==> config.mk <==
export PLATFORM = sky130hd
export DESIGN_NAME = alu_op_scheduler
export DESIGN_NICKNAME = d
export VERILOG_FILES = /design/src/rtl/alu_sched_pkg.sv /design/src/rtl/alu_op_scheduler_rr_arbiter.sv /design/src/rtl/alu_op_scheduler.sv
export SDC_FILE = /design/constraint.sdc
export NUM_CORES = 1
export LEC_CHECK = 0
export ABC_AREA = 1
export CORE_UTILIZATION = 45
export CTS_CLUSTER_SIZE = 20
export DETAILED_ROUTE_END_ITERATION = 12
export GPL_ROUTABILITY_DRIVEN = 0
export PLACE_DENSITY_LB_ADDON = 0.08
export SYNTH_ARGS = -nofsm -noshare
export SYNTH_HDL_FRONTEND = slang
export SYNTH_SLANG_ARGS = --single-unit
==> constraint.sdc <==
create_clock -name clk -period 8.41 [get_ports clk]
set_input_delay 2.1025 -clock clk [delete_from_list [all_inputs] [get_ports clk]]
set_output_delay 2.1025 -clock clk [all_outputs]
set_load 0.02 [all_outputs]
==> src/rtl/alu_sched_pkg.sv <==
// -----------------------------------------------------------------------------
// alu_sched_pkg
// Shared types and constants for the ALU operation scheduler.
//   op_e      : 2-bit opcode, every encoding is a legal operation
//   state_e   : scheduler FSM states
//   DATA_W    : operand width
//   RES_W     : result width
//   MUL_STEPS : shift-add iterations for one multiply
//   STEP_W    : width of the multiply step counter
// -----------------------------------------------------------------------------
package alu_sched_pkg;

    typedef enum logic [1:0] {
        OP_ADD = 2'd0,
        OP_SUB = 2'd1,
        OP_CMP = 2'd2,
        OP_MUL = 2'd3
    } op_e;

    typedef enum logic [1:0] {
        ST_IDLE = 2'd0,
        ST_MUL  = 2'd1,
        ST_RESP = 2'd2
    } state_e;

    localparam int DATA_W    = 8;
    localparam int RES_W     = 16;
    localparam int MUL_STEPS = 8;
    localparam int STEP_W    = $clog2(MUL_STEPS);

endpackage

==> src/rtl/alu_op_scheduler_rr_arbiter.sv <==
// -----------------------------------------------------------------------------
// rr_arbiter
// Round-robin arbiter. The search for a winner starts at the pointer; after
// an accepted grant the pointer moves to winner+1 (mod NREQ), so every
// requester that keeps its request up is served within NREQ grants.
// Ports:
//   clk, rst_n : clock, asynchronous active-low reset (pointer -> 0)
//   req        : request vector
//   advance    : grant was accepted this cycle, move the pointer
//   grant      : one-hot grant, combinational from req and the pointer
// -----------------------------------------------------------------------------
module rr_arbiter
    import alu_sched_pkg::*;
#(
    parameter int NREQ = 2,
    parameter int IDW  = $clog2(NREQ)
) (
    input  logic            clk,
    input  logic            rst_n,
    input  logic [NREQ-1:0] req,
    input  logic            advance,
    output logic [NREQ-1:0] grant
);

    logic [IDW-1:0] ptr;
    logic [IDW-1:0] win;
    logic           found;
    int             j;

    always_comb begin
        grant = '0;
        win   = '0;
        found = 1'b0;
        j     = 0;
        for (int i = 0; i < NREQ; i++) begin
            // Candidate index walks from the pointer and wraps at NREQ.
            j = int'(ptr) + i;
            if (j >= NREQ) begin
                j = j - NREQ;
            end
            if (!found && req[j[IDW-1:0]]) begin
                found              = 1'b1;
                grant[j[IDW-1:0]] = 1'b1;
                win                = j[IDW-1:0];
            end
        end
    end

    always_ff @(posedge clk or negedge rst_n) begin
        if (!rst_n) begin
            ptr <= '0;
        end else if (advance && found) begin
            ptr <= (win == IDW'(NREQ - 1)) ? '0 : win + 1'b1;
        end
    end

endmodule

==> src/rtl/alu_op_scheduler.sv <==
// -----------------------------------------------------------------------------
// alu_op_scheduler
// Shares one 8-bit add/sub adder between NREQ requesters. ADD, SUB and CMP
// complete in the accept cycle; MUL runs as 8 shift-add steps over the same
// adder. One operation is in flight at a time; its 16-bit result is returned
// over a valid/ready channel tagged with the requester id.
// Ports:
//   clk, rst_n  : clock, asynchronous active-low reset
//   req_valid   : per-requester request
//   req_ready   : one-hot accept (only in IDLE)
//   req_op      : per-requester 2-bit opcode (ADD, SUB, CMP, MUL)
//   req_a/req_b : per-requester 8-bit unsigned operands
//   rsp_valid   : result available (RESP state)
//   rsp_ready   : consumer accepts result
//   rsp_id      : requester owning the result
//   rsp_result  : 16-bit result
//   op_count    : response handshake counter, wraps (ALU_SCHED_STATS_EN only)
//   busy        : high whenever the FSM is not in IDLE
// Build option: define ALU_SCHED_STATS_EN to add the op_count output.
// -----------------------------------------------------------------------------
module alu_op_scheduler
    import alu_sched_pkg::*;
#(
    parameter int NREQ = 2,
    parameter int IDW  = $clog2(NREQ)
) (
    input  logic                 clk,
    input  logic                 rst_n,
    input  logic [NREQ-1:0]      req_valid,
    output logic [NREQ-1:0]      req_ready,
    input  logic [NREQ*2-1:0]    req_op,
    input  logic [NREQ*8-1:0]    req_a,
    input  logic [NREQ*8-1:0]    req_b,
    output logic                 rsp_valid,
    input  logic                 rsp_ready,
    output logic [IDW-1:0]       rsp_id,
    output logic [RES_W-1:0]     rsp_result,
`ifdef ALU_SCHED_STATS_EN
    output logic [15:0]          op_count,
`endif
    output logic                 busy
);

    state_e              state;
    state_e              state_nxt;
    logic [NREQ-1:0]     grant;
    logic                hs_in;
    logic                last_step;

    logic [IDW-1:0]      sel_idx;
    op_e                 sel_op;
    logic [DATA_W-1:0]   sel_a;
    logic [DATA_W-1:0]   sel_b;

    logic [DATA_W-1:0]   a_r;
    logic [DATA_W-1:0]   b_r;
    logic [DATA_W-1:0]   acc_hi;
    logic [STEP_W-1:0]   step_cnt;

    logic [DATA_W-1:0]   add_x;
    logic [DATA_W-1:0]   add_y;
    logic                add_sub;
    logic [DATA_W:0]     sum9;

    // Result formatting for the single-cycle ops. For SUB/CMP sum9[8] is the
    // sign of a-b (set exactly when a < b).
    function automatic logic [RES_W-1:0] alu_result(input op_e op, input logic [DATA_W:0] s);
        case (op)
            OP_ADD:  return {7'b0, s};
            OP_SUB:  return {{7{s[DATA_W]}}, s};
            OP_CMP:  return {8'h00, {8{~s[DATA_W]}}};
            default: return '0;
        endcase
    endfunction

    rr_arbiter #(
        .NREQ (NREQ),
        .IDW  (IDW)
    ) u_arb (
        .clk     (clk),
        .rst_n   (rst_n),
        .req     (req_valid),
        .advance (hs_in),
        .grant   (grant)
    );

    assign req_ready = (state == ST_IDLE) ? grant : '0;
    assign hs_in     = |(req_valid & req_ready);
    assign last_step = (step_cnt == STEP_W'(MUL_STEPS - 1));

    // Operand mux from the granted requester.
    always_comb begin
        sel_idx = '0;
        sel_op  = OP_ADD;
        sel_a   = '0;
        sel_b   = '0;
        for (int i = 0; i < NREQ; i++) begin
            if (grant[i]) begin
                sel_idx = IDW'(i);
                sel_op  = op_e'(req_op[i*2 +: 2]);
                sel_a   = req_a[i*8 +: 8];
                sel_b   = req_b[i*8 +: 8];
            end
        end
    end

    // Shared 9-bit adder: operands from the request in IDLE, from the
    // multiply accumulator during MUL. Subtract is x + ~y + 1 on 9 bits.
    always_comb begin
        add_x   = sel_a;
        add_y   = sel_b;
        add_sub = (sel_op == OP_SUB) || (sel_op == OP_CMP);
        if (state == ST_MUL) begin
            add_x   = acc_hi;
            add_y   = b_r[0] ? a_r : '0;
            add_sub = 1'b0;
        end
        sum9 = {1'b0, add_x} + (add_sub ? ~{1'b0, add_y} : {1'b0, add_y})
             + {{DATA_W{1'b0}}, add_sub};
    end

    // FSM state register
    always_ff @(posedge clk or negedge rst_n) begin
        if (!rst_n) begin
            state <= ST_IDLE;
        end else begin
            state <= state_nxt;
        end
    end

    always_comb begin
        state_nxt = state;
        rsp_valid = 1'b0;
        busy      = 1'b1;
        case (state)
            ST_IDLE: begin
                busy = 1'b0;
                if (hs_in) begin
                    state_nxt = (sel_op == OP_MUL) ? ST_MUL : ST_RESP;
                end
            end
            ST_MUL: begin
                if (last_step) begin
                    state_nxt = ST_RESP;
                end
            end
            ST_RESP: begin
                rsp_valid = 1'b1;
                if (rsp_ready) begin
                    state_nxt = ST_IDLE;
                end
            end
            default: begin
                state_nxt = ST_IDLE;
            end
        endcase
    end

    // Response registers and step counter
    always_ff @(posedge clk or negedge rst_n) begin
        if (!rst_n) begin
            step_cnt   <= '0;
            rsp_id     <= '0;
            rsp_result <= '0;
        end else if (hs_in) begin
            step_cnt <= '0;
            rsp_id   <= sel_idx;
            if (sel_op != OP_MUL) begin
                rsp_result <= alu_result(sel_op, sum9);
            end
        end else if (state == ST_MUL) begin
            step_cnt <= step_cnt + 1'b1;
            if (last_step) begin
                rsp_result <= {sum9, b_r[DATA_W-1:1]};
            end
        end
    end

    // Multiply datapath: {acc_hi, b_r} is the product register. Each step
    // adds a into the upper half when the current multiplier bit (b_r[0]) is
    // set, then shifts the 17-bit {carry, sum, b_r} right by one, retiring
    // one multiplier bit and filling in one product bit.
    always_ff @(posedge clk) begin
        if (hs_in) begin
            a_r    <= sel_a;
            b_r    <= sel_b;
            acc_hi <= '0;
        end else if (state == ST_MUL) begin
            acc_hi <= sum9[DATA_W:1];
            b_r    <= {sum9[0], b_r[DATA_W-1:1]};
        end
    end

`ifdef ALU_SCHED_STATS_EN
    logic hs_rsp;
    assign hs_rsp = (state == ST_RESP) && rsp_ready;

    always_ff @(posedge clk or negedge rst_n) begin
        if (!rst_n) begin
            op_count <= '0;
        end else if (hs_rsp) begin
            op_count <= op_count + 16'd1;
        end
    end
`endif

endmodule
## Yosys cells after proc, flatten, opt, wreduce, memory -nomap -nowiden

Index checks and enable logic that the tools add are counted.

- Shift operators: 0
- Div/mod/pow operators: 0
- Reductions and logical operators: 13
- Multiply operators: 0
- Equality and inequality tests: 11
- Bitwise gates (word level): 4
- Multiplexer cells: 46
- Magnitude comparators: 6
- Add/sub/neg operators: 7

Operator list:

| cell | number |
|---|---|
| two-way mux 8 bit | 9 |
| two-way mux 16 bit | 4 |
| case mux 16 bit (3 select lines) | 1 |
| two-way mux 2 bit | 9 |
| two-way mux 1 bit | 17 |
| adder 8 x 9 -> 9 bit | 1 |
| adder 9 x 1 -> 9 bit | 1 |
| two-way mux 9 bit | 1 |
| NOT 8 -> 9 bit | 1 |
| != test 2 bit, second input constant | 4 |
| == test 2 bit, second input constant | 3 |
| two-way mux 3 bit | 2 |
| case mux 2 bit (3 select lines) | 1 |
| AND reduction 3 bit | 2 |
| == test 2 x 1 -> 1 bit, second input constant | 2 |
| logical AND 1 bit | 4 |
| zero test 2 bit | 2 |
| less-than comparator 1 x 2 -> 1 bit, second input constant | 2 |
| nonzero test 2 bit | 2 |
| adder 3 x 1 -> 3 bit, second input constant | 1 |
| == test 3 bit, second input constant | 1 |
| adder 1 x 1 -> 2 bit, second input constant | 1 |
| AND 2 bit | 1 |
| demux 1 bit (select 1 bit) | 2 |
| other kinds (11) | 13 |

- Input port bits: 41
- Memories: 0
- Logic and storage cells: 95
- Bits in read-only memories: 0
- Register bits: 47
- Bits in latches: 0
- Output and inout port bits: 21
- Memory bits (writable): 0

## Depth between registers and ports, before layout

Gate-level depths: netlist (run 1).

- Depth in word-level cells: 21
- Gate-level depth with buffers: 26
- Gate-level depth less buffers: 25

## Cells and area by module

A second synthesis (run 1) with hierarchy kept.

- Cells, all modules: 344
- Area, all modules: 2930.3 µm²

Modules (own cells, without submodules):

| module | times used | cells an instance | sequential area each (µm²) | area each (µm²) |
|---|---|---|---|---|
| alu_op_scheduler | 1 | 336 | 1191.1 | 2870.3 |
| rr_arbiter | 1 | 8 | 25.0 | 60.1 |

## Worst setup path after synthesis (run 1)

No wires, ideal clock.

- Path type: input-to-reg
- Start: input port req_valid[0]
- End: register rsp_result[0]
- Data required time: 8.293 ns
- Library setup time: 0.117 ns
- Arrival: 5.141 ns
- Path buffers: 1
- Stages on the path: 22
- Path slack: 3.151 ns
- Cells stage by stage: inv_2 a21oi_4 clkbuf_1 inv_1 o22ai_1 inv_1 ha_1 nor2_2 inv_2 nand3_1 nand2_1 fa_1 o21ai_1 nand4_1 nand2_1 nand2_1 nand3_1 nand2_2 inv_2 nand3_1 o21ai_1 inv_1

- Cells in the longest elaborated chain, start to end: 18
- Elaborated cells between the ends (all ways): 39
- Those cells by class: add/sub: 2; eq/ne: 4; mux: 21; bitwise: 4; reduce/logical: 8

Ends and longest elaborated chain:

| item | line | RTL |
|---|---|---|
| start: declaration | alu_op_scheduler.sv:29 | `input logic [NREQ-1:0] req_valid,` |
| two-way mux 1 bit (not written as such) (2 in series) | alu_op_scheduler_rr_arbiter.sv:41 | `if (!found && req[j[IDW-1:0]]) begin` |
| two-way mux 1 bit | alu_op_scheduler_rr_arbiter.sv:41 |  |
| zero test 1 bit | alu_op_scheduler_rr_arbiter.sv:41 |  |
| logical AND 1 bit | alu_op_scheduler_rr_arbiter.sv:41 |  |
| two-way mux 2 bit | alu_op_scheduler_rr_arbiter.sv:41 |  |
| two-way mux 2 bit (2 in series) | alu_op_scheduler.sv:98 | `if (grant[i]) begin` |
| == test 2 x 1 -> 1 bit or == test 2 bit (tied branches) | alu_op_scheduler.sv:68, alu_op_scheduler.sv:112 |  |
| logical OR 1 bit | alu_op_scheduler.sv:112 | `add_sub = (sel_op == OP_SUB) \|\| (sel_op == OP_CMP);` |
| two-way mux 1 bit | alu_op_scheduler.sv:113 | `if (state == ST_MUL) begin` |
| two-way mux 9 bit | alu_op_scheduler.sv:118 | `sum9 = {1'b0, add_x} + (add_sub ? ~{1'b0, add_y} : {1'b0, add_y})` |
| adder 8 x 9 -> 9 bit | alu_op_scheduler.sv:118 |  |
| adder 9 x 1 -> 9 bit | alu_op_scheduler.sv:119 | `+ {{DATA_W{1'b0}}, add_sub};` |
| NOT 1 bit | alu_op_scheduler.sv:71 | `OP_CMP: return {8'h00, {8{~s[DATA_W]}}};` |
| case mux 16 bit (3 select lines) | alu_op_scheduler.sv:68 | `case (op)` |
| two-way mux 16 bit | alu_op_scheduler.sv:168 | `if (sel_op != OP_MUL) begin` |
| two-way mux 16 bit | alu_op_scheduler.sv:165 | `end else if (hs_in) begin` |
| end signal: assignment | alu_op_scheduler.sv:169 | `rsp_result <= alu_result(sel_op, sum9);` |
| end signal: assignment | alu_op_scheduler.sv:174 | `rsp_result <= {sum9, b_r[DATA_W-1:1]};` |
| end: declaration | alu_op_scheduler.sv:37 | `output logic [RES_W-1:0] rsp_result,` |

Several ways; a longest one is shown, not always the timed one. The select of a mux whose other input is x is not followed.
A chain may end at the register's enable or synchronous reset.

## Final worst setup path (run 1)

- Start: input port req_valid[0]
- End: output port req_ready[0]

- Cells in the longest elaborated chain, start to end: 7
- Elaborated cells between the ends (all ways): 11
- Those cells by class: mux: 8; bitwise: 1; reduce/logical: 2

Ends and longest elaborated chain:

| item | line | RTL |
|---|---|---|
| two-way mux 1 bit (not written as such) (2 in series) | alu_op_scheduler_rr_arbiter.sv:41 |  |
| two-way mux 1 bit | alu_op_scheduler_rr_arbiter.sv:41 |  |
| zero test 1 bit | alu_op_scheduler_rr_arbiter.sv:41 |  |
| logical AND 1 bit | alu_op_scheduler_rr_arbiter.sv:41 |  |
| two-way mux 2 bit (*) | alu_op_scheduler_rr_arbiter.sv:41 |  |
| two-way mux 2 bit (*) | alu_op_scheduler.sv:87 | `assign req_ready = (state == ST_IDLE) ? grant : '0;` |
| end: declaration | alu_op_scheduler.sv:30 | `output logic [NREQ-1:0] req_ready,` |

Mark *: on every way between the ends. The rest lies on a longest branch, timed or not. The select of a mux whose other input is x is not followed.

==> results of run 1 <==
[area by class of cell]
type / count / area (µm²)
fillers: 572 / 2380
multi-input cells: 245 / 1410
clock buffers: 7 / 97.6
clock inverters: 1 / 30.0
inverters: 48 / 188
repair buffers: 61 / 611
flip-flops and latches: 47 / 1220
well taps: 75 / 93.8
[kinds of logic (layout without fill, tap and decap cells)]
group                    after synthesis  count (layout)  share of synthesized area
AND/OR/NAND/NOR                      142             142                      0.222
AO/OA/AOI/OAI                         80              80                      0.177
buffers and inverters                 57             117                     0.0834
flip-flops                            47              47                      0.424
adder cells (fa/ha/maj)               14              14                     0.0638
multiplexers                           5               5                     0.0175
XOR/XNOR                               4               4                     0.0122
[how the worst max path moves through the flow]
stage                                 to
after floorplan            rsp_result[0]
after global placement    rsp_result[14]
after detailed placement   rsp_result[0]
after CTS                   req_ready[0]
after global routing       rsp_result[3]
final                       req_ready[0]
[worst reg2reg max path, delay by kind of cell (launching register included)]
kind	cells	cell delay, ns
fa+ha+maj	2	0.80
flops	1	0.43
mux	1	0.18
simple gates	5	0.51
compound gates	6	1.55
buf+inv	4	0.45
[per-stage QoR]
| stage | area [µm²] | total power, W | worst slack [ns] |
|---|---|---|---|
| 5_1_grt | 3650 | 0.00156 | 1.93 |
| 3_5_place_dp | 3520 | 0.00125 | 2.13 |
| 2_1_floorplan | 2870 | 0.000991 | 3.15 |
| 6_report | 3650 | 0.00144 | 2.37 |
| 4_1_cts | 3650 | 0.00144 | 2.35 |
| 3_3_place_gp | 3520 | 0.00124 | 2.31 |
[power by group]
part / internal [W] / switching, W
sequential: 0.000361 / 0.0000441
combinational: 0.000318 / 0.000529
clock: 0.000107 / 0.0000792
[synthesized netlist by cell type, types with 2 or more instances]
master | n | area (µm²)
nand2_1 | 81 | 304
inv_1 | 39 | 146
nor2_1 | 24 | 90.1
dfrtp_1 | 23 | 576
o21ai_0 | 22 | 110
a21oi_1 | 21 | 105
nand3_1 | 21 | 105
edfxtp_1 | 16 | 480
ha_1 | 13 | 163
a22o_1 | 9 | 78.8
a22oi_1 | 8 | 60.1
dfxtp_1 | 8 | 160
o21ai_1 | 6 | 30.0
clkbuf_1 | 5 | 18.8
inv_2 | 5 | 18.8
mux2i_1 | 5 | 50.1
o22ai_1 | 5 | 31.3
nand2_2 | 4 | 25.0
inv_4 | 3 | 18.8
or2_2 | 3 | 18.8
a21oi_4 | 2 | 32.5
buf_2 | 2 | 10.0
buf_6 | 2 | 22.5
nand2_4 | 2 | 22.5
nor2_2 | 2 | 12.5
xnor2_1 | 2 | 17.5
xor2_1 | 2 | 17.5
[sequential cells by signal, indices dropped and copies added, names as in the netlist, named ones only]
signal	cells
a_r	8
acc_hi	8
b_r	8
rsp_id	1
rsp_result	16
state	2
step_cnt	3
[layer usage]
layer	vias to the layer above	share of wire
li1	1284	-
met1	1176	0.47
met2	51	0.49
met3	11	0.032
met4	0	0.012
met5	-	0
==> impl_metrics.toml, run 1 <==
[outcome]
outcome = "finished clean"

[synth]
postSynthCellCount = 349
synth-edff-count = 16
syn_avg_cell_area_um2 = 8.21
synth_seq_area_share = 0.424
synth_area_um2 = 2870
ys.flop_type = "dfrtp_1"
yosysWarnings = 0
synth.distinct_cells = 41
ys_ff_latch = 47
synthArstFlopShare = 0.489
syn_nets = 404

[critical_path]
critPathBufInv = 4
r2r_end = "rsp_result[14]"
required_ns = 6.31
critPathTopFamily = "buffers and inverters"
slowest_delay_ns = 0.60
r2r_cells = 18
cp-startpoint = "req_valid[0]"
critPathArrivalTime_ns = 3.94
path_cells = "clkdlybuf4s50_1 > inv_2 > a21oi_4 > nand2_2 > inv_1 > clkdlybuf4s50_1"
cp_slowest_cell = "clkdlybuf4s50_1"
critPathKind = "in2out"
endpoint_kind = "output port"
cp_num_cells = 6
crit_top_cell = "clkdlybuf4s50_1"
crit_path_max_fanout = 17
start_kind = "input port"
rrSetupSlack_ns = 4.37

[floorplanning]
design.die.area_um2 = 6690
start_util = 0.475
io_pins = 62
rows = 28
coreArea_um2 = 6030
die_h_um = 81.8
die_width_um = 81.8

[cells_and_area]
layout_common_cells = "nand2_1, clkdlybuf4s50_1, inv_1, nor2_1, dfrtp_1"
syn2layout_area_growth_pct = 27.2
num_antenna_cells = 0
post-route-util = 0.605
nNetsFinal = 463
drive_above_1_share = 0.0807
layoutNonFillerInstCount = 484
final_common_cell = "nand2_1"

[clock_network]
clk_pin_slew_worst_paths_ns = 0.09
holdBufCountCts = 0
post_cts_buffers = 0
numCtsBuffers = 5
clkLatencyLatePin_ns = 0.30
cts_tree = "built"
cts_buffer_depth = 2
cts_resized = 0
htree_levels = 2
cts_sinks = 47
clockRootBuffer = "clkbuf_8"

[detailed_routing]
drc = 0
ant_nets = 0
wire_per_inst_um = 14.6
viasPerCell = 5.21
wl_um = 7050
routed-via-count = 2522
firstDrtPassIters = 4
drt-initial-drc-count = 119

[timing]
holdWs_ns = 0.479
setup-violations-final = 0
hold_viol_final = 0
drv_slew = 0
max_freq_mhz = 165
period_share = 0.719
tns_ns = 0
fin_skew_ns = 0.00368
rsz0062_at_grt = "false"
tightest_slew_ns = 1.03
fin_crit_ns = 6.04
slew-limit-headroom = 0.310

[global_route]
grt_usage = 0.225
antenna_found_initial = 0
grt_max_degree = 26
busiest_layer = "met2"
grt-ovfl-total = 0
grt_first_pass_wirelength_um = 11200
met2_usage = 0.394
grt_pass1_vias = 2430
met1_usage = 0.286
use_met3 = 0.0344

[job]
max-cap-violations = 0

[min_path]
min_to = "rsp_id"
hp-start = "rsp_id"
hold_depth = 2
hold_path_class = "reg2reg"

[placement]
port-buffer-count = 61
dp_cells = 476
dp_hpwl_um = 5390

[pwr]
power_leakage_nw = 1.71
ir_worst_vdd_mv = 0.190
power_density_nw_per_um2 = 395
Note: power is estimated with default switching activity, not from simulation.
==> inputs of run 2 (changes only) <==
==> constraint.sdc (replaced) <==
create_clock -name clk -period 6.1 [get_ports clk]
set_input_delay 1.525 -clock clk [delete_from_list [all_inputs] [get_ports clk]]
set_output_delay 1.525 -clock clk [all_outputs]
set_load 0.02 [all_outputs]
==> impl_metrics.toml, run 2 (synthesized netlist as in run 1, its figures left out) <==
[outcome]
outcome = "finished clean"

[critical_path]
critPathKind = "in2reg"
critPathArrivalTime_ns = 5.33
slowest_delay_ns = 0.55
cp_slowest_cell = "clkdlybuf4s50_1"
start_kind = "input port"
endpoint_kind = "flop"
path_cells = "clkdlybuf4s50_1 > inv_2 > a21oi_4 > inv_1 > o22ai_1 > inv_1 > ha_1 > nor2_2 > inv_2 > nand3_1 > nand2_1 > fa_1 > o21ai_1 > nand4_1 > nand2_1 > nand2_1 > nand3_1 > nand2_2 > inv_2 > nand3_1 > o21ai_1 > inv_1"
crit_path_max_fanout = 10
critPathBufInv = 7
required_ns = 6.30
critPathTopFamily = "simple AND/OR/NAND/NOR gates"

[clock_network]
cts_sinks = 47
numCtsBuffers = 5
cts_buffer_depth = 2
cts_tree = "built"
clockRootBuffer = "clkbuf_8"
htree_levels = 2
cts_resized = 0
clk_pin_slew_worst_paths_ns = 0.09
clkLatencyLatePin_ns = 0.31
holdBufCountCts = 0
post_cts_buffers = 0

[cells_and_area]
final_common_cell = "nand2_1"
nNetsFinal = 464
num_antenna_cells = 0
regMostFlops = "rsp_result"
layout_common_cells = "nand2_1, clkdlybuf4s50_1, inv_1, nor2_1, dfrtp_1"
multi_input_area_um2 = 1410
seq_area_um2 = 1220
syn2layout_area_growth_pct = 26.1
drive_above_1_share = 0.0854
largest_reg_flops = 16
fillers = 560

[timing]
slew-limit-headroom = 0.321
tns_ns = 0
setup-violations-final = 0
fin_skew_ns = 0.00656
hold_viol_final = 0
fin_ws_ns = 0.977
drv_slew = 0
tightest_slew_ns = 1.01
fin_crit_ns = 5.12
holdWs_ns = 0.480
rsz0062_at_grt = "false"
max_freq_mhz = 195
period_share = 0.840

[floorplanning]
rows = 28
die_width_um = 81.8
die_h_um = 81.8
design.die.area_um2 = 6690
io_pins = 62
coreArea_um2 = 6030
start_util = 0.475

[global_route]
grt_max_degree = 26
grt_pass1_vias = 2507
grt_usage = 0.229
grt-ovfl-total = 0
grt_first_pass_wirelength_um = 11500
antenna_found_initial = 0

[detailed_routing]
ant_nets = 0
viasPerCell = 5.33
routed-via-count = 2584
wire_per_inst_um = 14.5
firstDrtPassIters = 5
drt-initial-drc-count = 104
drc = 0
wl_um = 7060

[placement]
dp_hpwl_um = 5480
pre_cts_slack_ns = 0.660
port-buffer-count = 61

[min_path]
hold_path_class = "reg2reg"

[pwr]
power_leakage_nw = 1.70
ir_worst_vdd_mv = 0.307
power_density_nw_per_um2 = 532

[job]
max-cap-violations = 0
## run 2: cell count changes in the layout (fill, tap and decap cells not counted), sizes merged
cell | before | now
clkbuf | 7 | 5
buf | 0 | 1
bufinv | 1 | 0
clkinv | 1 | 2
clkinvlp | 0 | 1
inv | 47 | 48
## run 2: area by class of cell
cell class,count,area share
timing repair buffer,62,0.171
multi-input combinational,245,0.390
clock buffer,5,0.0190
sequential,47,0.337
inverter,48,0.0519
tap,75,0.0260
clock inverter,3,0.00519
## run 2: power by group
group	switching (W)	internal (W)
registers	0.0000620	0.000498
clock network	0.000110	0.0000802
logic	0.000733	0.000440
total	0.000905	0.00102
## run 2: layer usage
layer	share of wire	vias up	global-route usage
met5	0	-	0
met4	0.023	0	0.0825
met3	0.053	15	0.0378
met2	0.48	82	0.385
met1	0.45	1198	0.295
li1	-	1289	-
## run 2: through the flow
stage	cells	area [µm²]	utilization	power, W
2_1_floorplan	349	2870	-	0.00137
3_3_place_gp	477	3530	0.585	0.00172
3_5_place_dp	477	3530	0.585	0.00174
4_1_cts	485	3610	0.600	0.00193
5_1_grt	485	3610	0.600	0.00209
6_report	485	3610	0.600	0.00192
## run 2: worst paths after layout
path | from | to | slack, ns | cells after the start
min in group asynchronous | rst_n | async pin | 1.77 | 1
setup reg to reg | state[0] | rsp_result[3] | 2.22 | 16
hold reg to reg | rsp_id | rsp_id | 0.48 | 2
max in group asynchronous | rst_n | rsp_result[15] | 3.72 | 1
setup / recovery | req_valid[0] | rsp_result[3] | 0.98 | 22
hold / removal | rsp_id | rsp_id | 0.48 | 2
## run 2: worst min-delay path: cells and delay by family (launching register included)
kind | cells | cell delay (ns)
and+or+nand+nor | 2 | 0.11
DFF | 1 | 0.35
==> inputs of run 3 (changes only) <==
==> constraint.sdc (replaced) <==
create_clock -name clk -period 4.54 [get_ports clk]
set_input_delay 1.135 -clock clk [delete_from_list [all_inputs] [get_ports clk]]
set_output_delay 1.135 -clock clk [all_outputs]
set_load 0.02 [all_outputs]
==> impl_metrics.toml, run 3 (synthesized netlist as in run 1, its figures left out) <==
[pwr]
p_int_w = 0.00151
power_leakage_nw = 1.82
ir_worst_vdd_mv = 0.409
p_sw_w = 0.00125
pwr-share-clk = 0.094
pwr-share-comb = 0.634
power_density_nw_per_um2 = 726
switching_share = 0.453
power.total_w = 0.00277
seq_power_share = 0.272

[job]
max-cap-violations = 0

[timing]
tightest_slew_ns = 1.03
holdWs_ns = 0.481
fin_skew_ns = 0.00733
max_freq_mhz = 238
period_share = 0.926
rsz0062_at_grt = "true"
hold_viol_final = 0
fin_crit_ns = 4.21
setup-violations-final = 0
drv_slew = 0
slew-limit-headroom = 0.312

[critical_path]
start_kind = "input port"
endpoint_kind = "flop"
crit_path_max_fanout = 8
critPathKind = "in2reg"
cp-startpoint = "req_valid[0]"
critPathArrivalTime_ns = 4.41
r2r_cells = 22
required_ns = 4.75

[cells_and_area]
layout_common_cells = "nand2_1, clkdlybuf4s50_1, inv_1, buf_4, nor2_1"
final_common_cell = "nand2_1"
nNetsFinal = 488
drive_above_1_share = 0.141
largest_reg_flops = 16
regMostFlops = "rsp_result"
num_antenna_cells = 0
syn2layout_area_growth_pct = 33.1

[clock_network]
clockRootBuffer = "clkbuf_8"
numCtsBuffers = 5
post_cts_buffers = 0
cts_buffer_depth = 2
holdBufCountCts = 0
cts_sinks = 47
clk_pin_slew_worst_paths_ns = 0.09
htree_levels = 2
cts_resized = 0
cts_tree = "built"
clkLatencyLatePin_ns = 0.31

[floorplanning]
rows = 28
die_h_um = 81.8
io_pins = 62
die_width_um = 81.8
start_util = 0.475
design.die.area_um2 = 6690
coreArea_um2 = 6030

[min_path]
hp-start = "acc_hi[1]"
hold_path_class = "reg2reg"
hold_depth = 2

[detailed_routing]
wl_um = 7220
firstDrtPassIters = 4
drc = 0
ant_nets = 0
viasPerCell = 5.14
wire_per_inst_um = 14.2
drt-initial-drc-count = 180
routed-via-count = 2616

[global_route]
grt_max_degree = 26
grt-ovfl-total = 0
grt_pass1_vias = 2504
grt_first_pass_wirelength_um = 11700
antenna_found_initial = 0
grt_usage = 0.235

[placement]
port-buffer-count = 61
dp_hpwl_um = 5580

[outcome]
outcome = "finished clean"
## run 3: cell count changes in the layout (fill, tap and decap cells not counted), sizes merged
cell / before / now
buf: 1 / 25
clkinv: 2 / 3
clkinvlp: 1 / 0
## run 3: through the flow
step / worst slack [ns] / instance area, µm² / cells / util / TNS [ns]
floorplan: 0.249 / 2870 / 349 / - / 0
global placement: 0.0402 / 3710 / 501 / 0.615 / 0
detailed placement: -0.0437 / 3710 / 501 / 0.615 / -0.218
CTS: 0.267 / 3790 / 509 / 0.630 / 0
global route: -0.0278 / 3810 / 509 / 0.633 / -0.0352
finish: 0.334 / 3810 / 509 / 0.633 / 0
## run 3: critical path, stage by stage
cell	delay, ns
clkdlybuf4s50_1	0.53
inv_2	0.06
a21oi_4	0.11
inv_1	0.07
o22ai_1	0.15
inv_1	0.10
ha_1	0.35
nor2_4	0.07
inv_4	0.10
buf_4	0.12
nand2_1	0.04
mux2i_1	0.13
inv_1	0.06
ha_1	0.29
inv_1	0.05
o21ai_0	0.21
a31oi_2	0.15
nand2_1	0.10
nand2_1	0.07
nand3_1	0.12
nand2_2	0.12
a21oi_1	0.21
a21oi_2	0.08
## run 3: final timing paths
check	to	slack (ns)
setup / recovery	rsp_result[7]	0.33
hold / removal	acc_hi[1]	0.48
setup reg to reg	rsp_result[7]	1.23
hold reg to reg	acc_hi[1]	0.48
max in group asynchronous	rsp_result[9]	2.54
min in group asynchronous	state[1]	1.38
## run 3: power by group through the flow
stage | clock [W] | combinational, W | sequential, W
final | 0.000260 | 0.00175 | 0.000753
after global routing | 0.000280 | 0.00196 | 0.000772
after CTS | 0.000267 | 0.00174 | 0.000755
after detailed placement | 0 | 0.00173 | 0.000763
after global placement | 0 | 0.00171 | 0.000760
after floorplan | 0 | 0.000994 | 0.000842
## run 3: per-layer routing
metal  up-vias  global-route usage  part of all wire
met2        58               0.395              0.48
met4         0              0.0965             0.023
met3        14              0.0322             0.034
met1      1210               0.301              0.46
met5         -                   0                 0
li1       1334                   -                 -
## run 3: layout make-up
cell class	count	area [µm²]
tap	75	93.8
sequential	47	1220
multi-input combinational	245	1430
clock inverter	3	18.8
inverter	48	190
fill	541	2210
clock buffer	5	68.8
timing repair buffer	86	798
==> RTL change 1 (config.mk and constraints of run 1) <==
Change the package constant `MUL_STEPS` from 8 to 4.
--- a/src/rtl/alu_sched_pkg.sv
+++ b/src/rtl/alu_sched_pkg.sv
@@ -25,7 +25,7 @@
 
     localparam int DATA_W    = 8;
     localparam int RES_W     = 16;
-    localparam int MUL_STEPS = 8;
+    localparam int MUL_STEPS = 4;
     localparam int STEP_W    = $clog2(MUL_STEPS);
 
 endpackage
Behaviour: not the same (a bounded check fails within 10 cycles, from zero or initial values and one cycle with rst_n low).
==> RTL change 1 against run 1 <==
Count of clock-buffer cells in the layout is 1 lower; critical path depth is 15 higher; sequential cell count is 1 lower; area after synthesis is 1.7% lower; routed wire length is 0.97% lower; non-clock buffer count stayed put; combinational power is 2.4% higher; power is 2.3% lower; cell count is 1.2% lower; setup slack worse by 0.034 ns; cell area is 3.1% lower; sequential power is 1% lower; critical path type is now in -> reg; largest cell class unchanged; largest power group unchanged.
==> RTL change 1: results (changes against run 1) <==
H-tree Lvls - 2 (unchanged)
Hold Crit Start - acc_hi[1]
asr flop ratio synth - 0.478 (-0.0111)
drt initial violations - 132 (+11%)
GR Util All Layers - 0.234 (+0.00909)
DPL Wire Length - 5370 um (-0.52%)
synth cell count leaders - nand2_1 (97), inv_1 (35), o21ai_0 (26)
Internal Dissipation - 742 uW (-5.6%)
worst hold endpoint - acc_hi[1]
nets@finish - 456 (-1.5%)
Synth top area share - 0.196 (-0.00532)
Root Buffer - clkbuf_8
Setup Skew - 0.0167 ns (+0.0130 ns)
Filler cells - 557 (-2.6%)
GR Util met1 - 0.294 (+0.00813)
Leakage Power - 1.64 nW (-4.5%)
share of layout cells above drive strength 1 - 0.0670 (-0.0137)
r2r worst-path depth - 21 (+3)
met2 Usage GRT - 0.395 (+0.000743)
synthesized area per cell - 8.09 um2 (-1.5%)
leading post-synthesis cells by cell area - dfrtp_1 (20%), edfxtp_1 (17%), nand2_1 (13%)
worst-margin pin slew - 0.981 ns (-0.0518 ns)
worst endpoint required time - 8.59 ns (+2.28 ns)
outcome - finished, final reports clean
drt via density - 5.32 (+2.1%)
dpl cells - 470 (-1.3%)
wire per inst - 14.6 um (+0.28%)
detailed-route via count - 2544 (+0.87%)
count of cell types in the netlist - 43 (+4.9%)
pin count of the biggest net entering global routing - 32 (+23%)
Max rail drop VDD - 176 uV (-7.1%)
YS warnings - 0 (unchanged)
Mapped Nets - 402 (-0.50%)
sequential area share after synthesis - 0.423 (-0.00134)
met3 Track Usage GR - 0.0416 (+0.00713)
R2R setup slack - 4.22 ns (-0.15 ns)
Clock Latency Late Sink - 0.32 ns (+0.02 ns)
global-route wire length before repair - 11700 um (+4.1%)
worst-path maximum fanout - 15 (-2)
Worst R2R End - rsp_result[14]
CTS Buf Count - 5 (unchanged)
-- RTL change 1: per-layer routing --
| metal | vias to the layer above | wire, um |
|---|---|---|
| li1 | 1278 | - |
| met1 | 1191 | 3210 |
| met2 | 64 | 3330 |
| met3 | 11 | 312 |
| met4 | 0 | 125 |
| met5 | - | 0 |
-- RTL change 1: kinds of logic after synthesis --
| family | synth area share |
|---|---|
| buffers and inverters | 0.0849 |
| adder cells (fa/ha/maj) | 0.0604 |
| multiplexers | 0.00356 |
| flip-flops | 0.423 |
| AND/OR/NAND/NOR | 0.200 |
| AO/OA/AOI/OAI | 0.212 |
| XOR/XNOR | 0.0156 |
-- RTL change 1: power by group through the flow --
| stage | clock network, mW | logic (mW) | registers (mW) |
|---|---|---|---|
| after floorplan | 0 | 0.568 | 0.440 |
| after global placement | 0 | 0.856 | 0.402 |
| after detailed placement | 0 | 0.865 | 0.404 |
| after CTS | 0.139 | 0.868 | 0.401 |
| after global routing | 0.146 | 0.972 | 0.412 |
| final | 0.137 | 0.867 | 0.400 |
-- RTL change 1: metrics by stage --
step | setup WS (ns) | total power [mW] | util | area [um2] | hold slack, ns
after floorplan | 2.99 | 1.01 | - | 2820 | 0.442
after global placement | 2.30 | 1.26 | 0.576 | 3450 | 0.452
after detailed placement | 2.07 | 1.27 | 0.576 | 3450 | 0.457
after CTS | 2.38 | 1.41 | 0.590 | 3530 | 0.471
after global routing | 2.01 | 1.53 | 0.590 | 3530 | 0.502
final | 2.33 | 1.41 | 0.590 | 3530 | 0.474
-- RTL change 1: critical path: stages --
cell and delay (ns):
clkdlybuf4s50_1 0.56, nand2_1 0.13, nand2_2 0.12, inv_1 0.23
nand2_1 0.12, o21a_1 0.17, inv_1 0.07, ha_1 0.35
or2_1 0.39, o21ai_0 0.13, o21a_1 0.17, inv_1 0.06
fa_1 0.42, o21ai_1 0.26, nand4_1 0.15, nand2_1 0.10
nand2_1 0.05, nand2_1 0.14, inv_2 0.07, a31oi_2 0.33
a2bb2oi_1 0.13
-- RTL change 1: worst max-delay path by stage --
stage / endpoint / slack (ns) / cells past startpoint
floorplan: rsp_result[12] / 2.99 / 22
global placement: rsp_result[14] / 2.30 / 21
detailed placement: rsp_result[10] / 2.07 / 21
CTS: rsp_result[10] / 2.38 / 21
global route: rsp_result[14] / 2.01 / 21
finish: rsp_result[14] / 2.33 / 21
-- RTL change 1: layout make-up --
type                       instances  area, um2  area share
multi-input combinational        244       1390       0.392
clock buffer                       6       72.6      0.0205
tap                               75       93.8      0.0265
sequential                        46       1190       0.337
timing repair buffer              61        611       0.173
inverter                          44        168      0.0474
clock inverter                     2       13.8     0.00389
==> RTL change 2 (config.mk and constraints of run 1) <==
Without the edit above. Encoding of `state_e`: now one-hot (3 bits for 3 states).
--- a/src/rtl/alu_sched_pkg.sv
+++ b/src/rtl/alu_sched_pkg.sv
@@ -17,10 +17,10 @@
         OP_MUL = 2'd3
     } op_e;
 
-    typedef enum logic [1:0] {
-        ST_IDLE = 2'd0,
-        ST_MUL  = 2'd1,
-        ST_RESP = 2'd2
+    typedef enum logic [2:0] {
+        ST_IDLE = 3'b001,
+        ST_MUL  = 3'b010,
+        ST_RESP = 3'b100
     } state_e;
 
     localparam int DATA_W    = 8;
Check against the original RTL: same outputs for any inputs over 4 cycles, from zero or initial values and one cycle with rst_n low; so few cycles prove little.
==> RTL change 2 against run 1 <==
Setup slack improved by 0.038 ns; global-route usage increased by 0.76 points; routed wire length up 0.70%; hold slack worse by 0.0047 ns; sequential cell count up 1; cell area is 0.21% lower; sequential share of layout area increased by 0.79 points; power is 5.2% lower; critical endpoint is now req_ready[1]; area after synthesis grew 1.0%.
==> RTL change 2: results (changes against run 1) <==
outcome - finished, final reports clean
Mapped Nets - 404 (unchanged)
Biggest register - rsp_result
Clock Latency Late Sink - 0.30 ns (about the same)
slowest cell delay on critical path - 0.60 ns (about the same)
post_cts resized - 0 (unchanged)
Max rail drop VDD - 195 uV (+2.7%)
worst-path maximum fanout - 16 (-1)
non-filler cells, final - 481 (-0.62%)
leading post-synthesis cells by cell area - dfrtp_1 (20%), edfxtp_1 (17%), nand2_1 (9.3%)
detailed-route via count - 2583 (+2.4%)
maximum clock path buffer count - 2 (unchanged)
GR Util All Layers - 0.233 (+0.00763)
Port-buffer cells - 61 (unchanged)
synth cell count leaders - nand2_1 (72), inv_1 (35), nor2_1 (27)
count of cell types in the netlist - 49 (+20%)
DPL Wire Length - 5490 um (+1.7%)
worst min path class - reg -> reg
share of layout cells above drive strength 1 - 0.0764 (-0.00433)
H-tree Lvls - 2 (unchanged)
CTS Buf Count - 5 (unchanged)
First-pass DRT Iterations - 4 (unchanged)
asr flop ratio synth - 0.500 (+0.0106)
sequential area share after synthesis - 0.429 (+0.00467)
Rel. slew slack - 0.275 (-0.0349)
Slew Viols, Final - 0 (unchanged)
Arr. time, crit path - 3.90 ns (-0.04 ns)
Setup Skew - 0.00598 ns (+0.00230 ns)
dpl cells - 473 (-0.63%)
Critical-path top delay cell - clkdlybuf4s50_1
Leakage Power - 1.65 nW (-3.9%)
routed wire length - 7090 um (+0.70%)
max FFs per register - 16 (unchanged)
EDFF count, synth - 16 (unchanged)
global-route wire length before repair - 11700 um (+4.4%)
pin count of the biggest net entering global routing - 36 (+38%)
critical path's top delay family - buffers and inverters
switching portion of total power - 0.452 (-0.00111)
Root Buffer - clkbuf_8
number of global-route vias before repair - 2439 (+0.37%)
synthesized area per cell - 8.32 um2 (+1.3%)
drt initial violations - 148 (+24%)
initial antenna violation count - 0 (unchanged)
Post-CTS Setup Bufs - 0 (unchanged)
nets@finish - 461 (-0.43%)
Worst-path clk slew - 0.09 ns (about the same)
antenna cells - 0 (unchanged)
YS warnings - 0 (unchanged)
## RTL change 2: cell type report
type,count,area [um2]
Tap cell,75,93.8
Multi-Input combinational cell,244,1410
Fill cell,562,2420
Clock inverter,2,35.0
Timing Repair Buffer,61,611
Sequential cell,48,1240
Inverter,45,174
Clock buffer,6,72.6
## RTL change 2: final timing paths
| check | from | end | slack, ns | depth (start not counted) |
|---|---|---|---|---|
| min in group asynchronous | rst_n | step_cnt[2] | 2.38 | 1 |
| setup reg to reg | flop | rsp_result[9] | 4.51 | 22 |
| max in group asynchronous | rst_n | rsp_result[10] | 5.38 | 1 |
| hold reg to reg | acc_hi[1] | acc_hi[1] | 0.47 | 2 |
| setup / recovery | req_valid[0] | req_ready[1] | 2.40 | 7 |
| hold / removal | acc_hi[1] | acc_hi[1] | 0.47 | 2 |
## RTL change 2: power groups by stage
stage / Sequential (mW) / Clock (mW) / Combinational, mW
after floorplan: 0.455 / 0 / 0.501
after global placement: 0.411 / 0 / 0.773
after detailed placement: 0.415 / 0 / 0.780
after CTS: 0.410 / 0.172 / 0.785
after global routing: 0.421 / 0.181 / 0.879
final: 0.409 / 0.168 / 0.787
## RTL change 2: through the flow
step                utilization  cell area (um2)  worst slack, ns
finish                    0.600             3640             2.40
global placement          0.583             3530             2.44
global route              0.600             3640             2.25
floorplan                     -             2900             3.24
detailed placement        0.583             3530             2.28
CTS                       0.600             3640             2.40
## RTL change 2: layer usage
layer	global-route usage	part of all wire
met3	0.0385	0.053
met2	0.355	0.45
met5	0	0
met4	0.0912	0.021
met1	0.328	0.48
## RTL change 2: cells by family (layout without fill, tap and decap cells)
kind of cell,after synthesis,in the layout,synth area share
buffers and inverters,56,114,0.0838
muxes,2,2,0.00691
and+or+nand+nor,136,136,0.209
xor gates and xnor gates,4,4,0.0121
adders and majority gates,15,15,0.0674
DFF,48,48,0.429
AOI/OAI and AO/OA,87,87,0.191
## RTL change 2: worst register-to-register path, stage by stage (launching register included)
cell and delay (ns):
dfrtp_1 0.38, inv_1 0.05, nand2_1 0.09, nand2_1 0.09, inv_2 0.22, nand2_1 0.09
o21a_1 0.14, inv_1 0.10, ha_1 0.26, nand2_1 0.08, inv_1 0.13, a22oi_1 0.20
o21a_1 0.17, inv_1 0.06, fa_1 0.43, o21ai_1 0.26, nand4_1 0.16, nand2_1 0.10
nand2_1 0.05, nand2_1 0.09, inv_1 0.09, a31oi_2 0.38, a21oi_1 0.15
